`config.mk`:
```
export PLATFORM = sky130hd
export DESIGN_NAME = mist1032isa_fifo_wr_arbiter
export DESIGN_NICKNAME = d
export VERILOG_FILES = /design/src/rtl/mist1032isa_fifo_wr_arbiter.sv
export SDC_FILE = /design/constraint.sdc
export NUM_CORES = 1
export LEC_CHECK = 0
export ABC_AREA = 1
export CAP_MARGIN = 10
export CORE_MARGIN = 3
export CORE_UTILIZATION = 41
export CTS_CLUSTER_SIZE = 10
export DETAILED_ROUTE_END_ITERATION = 6
export PLACE_DENSITY = 0.77
export SKIP_LAST_GASP = 1
export SYNTH_ARGS = -nofsm -noshare
export SYNTH_HDL_FRONTEND = slang
export SYNTH_SLANG_ARGS = --single-unit
```
`constraint.sdc`:
```
create_clock -name iCLOCK -period 1.55 [get_ports iCLOCK]
set_clock_uncertainty 0.1 [all_clocks]
set_input_delay 0.2325 -clock iCLOCK [delete_from_list [all_inputs] [get_ports iCLOCK]]
set_output_delay 0.2325 -clock iCLOCK [all_outputs]
set_load 0.005 [all_outputs]
```
`src/rtl/mist1032isa_fifo_wr_arbiter.sv`:
```
// rtl/mist1032isa_fifo_wr_arbiter.sv - packet-locked round-robin write arbiter in front of a sync FIFO
//
// Shares one FIFO write port between two requesters. A requester that wins
// a non-LAST beat keeps the port (LOCK0/LOCK1) until it sends LAST. When
// both requesters start a packet in IDLE, prio decides; prio then moves to
// the other requester.
//
// Ports:
//   iCLOCK, inRESET          clock, asynchronous active-low reset
//   iREMOVE                  synchronous flush of arbiter state and FIFO
//   iREQx_VALID/DATA/LAST    requester x beat (held stable while BUSY)
//   oREQx_BUSY               1 = beat not taken this cycle
//   oFIFO_WR_EN/WR_DATA      registered write beat toward the FIFO
//   oFIFO_REMOVE             flush forwarded to the FIFO
//   iFIFO_WR_FULL/COUNT      FIFO occupancy feedback
//   oGRANT                   one-hot lock owner, 00 when idle
module mist1032isa_fifo_wr_arbiter #(
    parameter int N     = 16,
    parameter int DEPTH = 4,
    parameter int D_N   = 2
) (
    input  logic           iCLOCK,
    input  logic           inRESET,
    input  logic           iREMOVE,
    input  logic           iREQ0_VALID,
    input  logic [N-1:0]   iREQ0_DATA,
    input  logic           iREQ0_LAST,
    output logic           oREQ0_BUSY,
    input  logic           iREQ1_VALID,
    input  logic [N-1:0]   iREQ1_DATA,
    input  logic           iREQ1_LAST,
    output logic           oREQ1_BUSY,
    output logic           oFIFO_WR_EN,
    output logic [N-1:0]   oFIFO_WR_DATA,
    output logic           oFIFO_REMOVE,
    input  logic           iFIFO_WR_FULL,
    input  logic [D_N-1:0] iFIFO_COUNT,
    output logic [1:0]     oGRANT
);

    typedef enum logic [1:0] {
        IDLE  = 2'd0,
        LOCK0 = 2'd1,
        LOCK1 = 2'd2
    } state_t;

    // COUNT wraps to 0 when the FIFO is full, so FULL supplies the top value.
    localparam logic [D_N:0]   OCC_FULL  = (D_N+1)'(DEPTH);
    localparam logic [D_N+1:0] OCC_LIMIT = (D_N+2)'(DEPTH - 1);

    state_t         state_q, state_d;
    logic           prio_q, prio_d;
    logic           wr_en_q, wr_en_d;
    logic [N-1:0]   wr_data_q, wr_data_d;
    logic [1:0]     grant_q, grant_d;

    logic [D_N:0]   occ;
    logic [D_N+1:0] occ_pending;
    logic           space;
    logic           elig0, elig1;
    logic           acc0, acc1;

    always_comb begin
        occ         = iFIFO_WR_FULL ? OCC_FULL : {1'b0, iFIFO_COUNT};
        // The beat on oFIFO_WR_EN lands at the next edge, so count it as
        // already occupying a slot. Same-cycle reads are not credited.
        occ_pending = {1'b0, occ} + {{(D_N+1){1'b0}}, wr_en_q};
        space       = (occ_pending <= OCC_LIMIT);

        elig0 = (state_q == LOCK0) || ((state_q == IDLE) && (!iREQ1_VALID || !prio_q));
        elig1 = (state_q == LOCK1) || ((state_q == IDLE) && (!iREQ0_VALID ||  prio_q));

        // BUSY deliberately ignores the requester's own VALID.
        oREQ0_BUSY = !(elig0 && space && !iREMOVE);
        oREQ1_BUSY = !(elig1 && space && !iREMOVE);

        acc0 = iREQ0_VALID && !oREQ0_BUSY;
        acc1 = iREQ1_VALID && !oREQ1_BUSY;
    end

    always_comb begin
        state_d   = state_q;
        prio_d    = prio_q;
        wr_en_d   = 1'b0;
        wr_data_d = wr_data_q;
        if (iREMOVE) begin
            state_d = IDLE;
            prio_d  = 1'b0;
        end else if (acc0) begin
            wr_en_d   = 1'b1;
            wr_data_d = iREQ0_DATA;
            if (iREQ0_LAST) begin
                state_d = IDLE;
                prio_d  = 1'b1;
            end else begin
                state_d = LOCK0;
            end
        end else if (acc1) begin
            wr_en_d   = 1'b1;
            wr_data_d = iREQ1_DATA;
            if (iREQ1_LAST) begin
                state_d = IDLE;
                prio_d  = 1'b0;
            end else begin
                state_d = LOCK1;
            end
        end

        case (state_d)
            LOCK0:   grant_d = 2'b01;
            LOCK1:   grant_d = 2'b10;
            default: grant_d = 2'b00;
        endcase
    end

    always_ff @(posedge iCLOCK or negedge inRESET) begin
        if (!inRESET) begin
            state_q   <= IDLE;
            prio_q    <= 1'b0;
            wr_en_q   <= 1'b0;
            wr_data_q <= '0;
            grant_q   <= 2'b00;
        end else begin
            state_q   <= state_d;
            prio_q    <= prio_d;
            wr_en_q   <= wr_en_d;
            wr_data_q <= wr_data_d;
            grant_q   <= grant_d;
        end
    end

    assign oFIFO_WR_EN   = wr_en_q;
    assign oFIFO_WR_DATA = wr_data_q;
    assign oFIFO_REMOVE  = iREMOVE;
    assign oGRANT        = grant_q;

endmodule

```
==> results.md <==
- DRT iter0 DRCs: 71
- Pin count of the biggest net entering global routing: 23
- Switching share of power: 0.293
- Placed insts: 269
- Num ports: 64
- Vias per std cell: 4.82
- Slew HR: 0.805
- Setup slack, reg-to-reg: -0.16 ns
- Met2 routed WL: 2360 um
- Power Internal: 1.28 mW
- CP arrival: 1.81 ns
- RSZ-0062 raised after global routing: true
- Clock Tree Buf Depth: 2
- Number of core rows: 20
- Hpwl dp: 2480 um
- Worst-Skew Late Latency: 0.31 ns
- Tmin final: 1.71 ns
- FF+latch count, synth: 22
- PwrDens: 747 nW/um2
- Gpl congestion: 0.837
- Overall Power: 1.80 mW
- Initial core utilization: 0.435
- Total CTS buffers: 3
- Core region area: 3100 um2
- Pre-Repair DR Iteration Count: 4
- Seq pwr share: 0.412
- Commonest non-fill, non-tap cell in the layout: clkdlybuf4s50_1
- P&R area growth vs syn: 78.7%
- Sequential standard cell area: 551 um2
- Final hold violation count: 0
- Fmax achieved: 586 MHz
- DIE HEIGHT: 63.4 um
- Area of the multi-input gates: 708 um2
- CTS tree: done
- Final setup TNS: -1.87 ns
- Crit path max fanout: 9
- Final worst slack: -0.157 ns
- Die Width: 63.4 um
- Worst hold path class: input pin to asynchronous set/reset pin
- Worst setup EP type: flip-flop
- Comb power frac: 0.408
- H-tree depth: 1
- First-pass GRT wire length: 6290 um
- Clock root cell: clkbuf_4
- Gr usage total: 0.192
- Top Layer Used: met4
- Clk pwr share: 0.180
- Hold Buf Count CTS: 0
- WP data required: 1.65 ns
- Fin cells: 292
- Kind of critical path: flip-flop to flip-flop
- Psw: 528 uW
- Cell variety after synth: 18
- Failing checks: setup timing
- Drt wl/cell: 14.8 um
- P_leak: 1.28 nW
- Status: finished with violations
- CP Launch Type: flip-flop
- DR WL met3: 197 um
- Worst r2r src: state_q[1]
- Most frequent cells in the layout: clkdlybuf4s50_1 (51), inv_1 (23), nand2_1 (23), nand3_1 (23), dfrtp_1 (22)
- Max Cap Viol: 0
- DRC: 0
- Syn Inst Count: 161
- ANT nets after route: 0
- Warnings from Yosys: 0
- Tightest Pin Transition: 0.292 ns
- Synth Area per Inst: 8.39 um2
- Port buffer count: 63
- Final setup vio count: 20
- Peak VDD IR: 0.468 mV
- Crit share post-route: 1.10
- Worst reg2reg endpoint: oFIFO_WR_DATA[9]
- Post-synthesis sequential area ratio: 0.407
- Clock-pin slew on the worst setup and hold paths: 0.13 ns
- DRT Wirelength: 4330 um
- M1 WL: 1720 um
- Initial antenna violation count: 0
- Clock sink total: 22
- Syn nets: 203
- Total gr overflow: 0
- Final #Nets: 291
- Vias in the first global route: 1,387
- N_diodes: 0
- Filler cells: 225
- Fin. max-slew vios: 0
- Full die area: 4020 um2
- DR vias: 1,407
- Cell Area, Synth: 1350 um2
- Layout cells sized above 1: 0.306
- FF-to-FF path depth: 10
==> flip-flops by register name, summed over array words and instances (netlist names) <==
| register | count |
|---|---|
| oFIFO_WR_EN | 1 |
| oGRANT | 2 |
| prio_q | 1 |
| oFIFO_WR_DATA | 16 |
| state_q | 2 |
==> final cells by class <==
class,instances,share of cell area
multi-input cells,104,0.293
repair buffers,93,0.402
clock buffers,4,0.0150
well taps,44,0.0228
flip-flops and latches,22,0.228
inverters,25,0.0389
==> cells in the mapped netlist (all sizes together) <==
master / n / area, um2
o211ai: 1 / 7.51
nand2: 42 / 196
dfrtp: 22 / 551
nand4: 1 / 6.26
nand3: 38 / 240
nor2: 5 / 33.8
nand3b: 17 / 128
inv: 25 / 93.8
buf: 10 / 95.1
==> power by group through the flow <==
| stage | Sequential (mW) | Combinational, mW | Clock (mW) |
|---|---|---|---|
| 6_report | 0.744 | 0.737 | 0.324 |
| 5_1_grt | 0.756 | 0.793 | 0.364 |
| 4_1_cts | 0.745 | 0.666 | 0.319 |
| 3_3_place_gp | 0.755 | 0.611 | 0 |
| 2_1_floorplan | 0.759 | 0.233 | 0 |
| 3_5_place_dp | 0.755 | 0.624 | 0 |
==> kinds of logic after synthesis <==
family | count (synthesis) | synth area share
buf+inv | 35 | 0.140
compound gates | 1 | 0.00556
simple gates | 103 | 0.447
flops | 22 | 0.407
==> repair_timing <==
| action | CTS | global route |
|---|---|---|
| pin swaps | 6 | 10 |
| setup endpoints to repair | 12 | 36 |
| gates cloned | 1 | 2 |
| gates resized for setup | 16 | 33 |
| setup buffers | 12 | 4 |
==> worst max path at each step <==
stage / to / from / cells past startpoint / slack, ns
finish: oFIFO_WR_DATA[9] / state_q[1] / 10 / -0.16
global route: oFIFO_WR_DATA[2] / oFIFO_WR_EN / 11 / -0.20
CTS: oFIFO_WR_DATA[11] / state_q[0] / 12 / -0.1
detailed placement: oFIFO_WR_DATA[9] / iREMOVE / 10 / -0.32
global placement: oREQ0_BUSY / iFIFO_COUNT[0] / 6 / -0.28
floorplan: oFIFO_WR_DATA[2] / oFIFO_WR_EN / 8 / 0.19
==> metal layers <==
| layer | up-vias | track usage |
|---|---|---|
| met5 | - | 0 |
| met4 | 0 | 0.0485 |
| met3 | 4 | 0.0250 |
| met2 | 50 | 0.361 |
| met1 | 666 | 0.228 |
| li1 | 687 | - |
==> per-stage QoR <==
stage           util  cell area, um2  hold slack (ns)  setup WS [ns]
2_1_floorplan      -            1350           -0.163          0.193
3_3_place_gp   0.665            2060            0.393         -0.279
3_5_place_dp   0.665            2060            0.401         -0.325
4_1_cts        0.720            2230            0.175        -0.0994
5_1_grt        0.778            2410            0.169         -0.205
6_report       0.778            2410            0.153         -0.157
==> worst max-delay path: stages, from the launching register on <==
cell	delay, ns
dfrtp_1	0.40
buf_4	0.14
nor2_4	0.08
nand2_2	0.07
nor2_4	0.10
buf_6	0.11
buf_6	0.11
nand2_8	0.11
buf_16	0.17
nand3_1	0.11
nand2_1	0.08
Note: power is estimated with default switching activity, not from simulation.
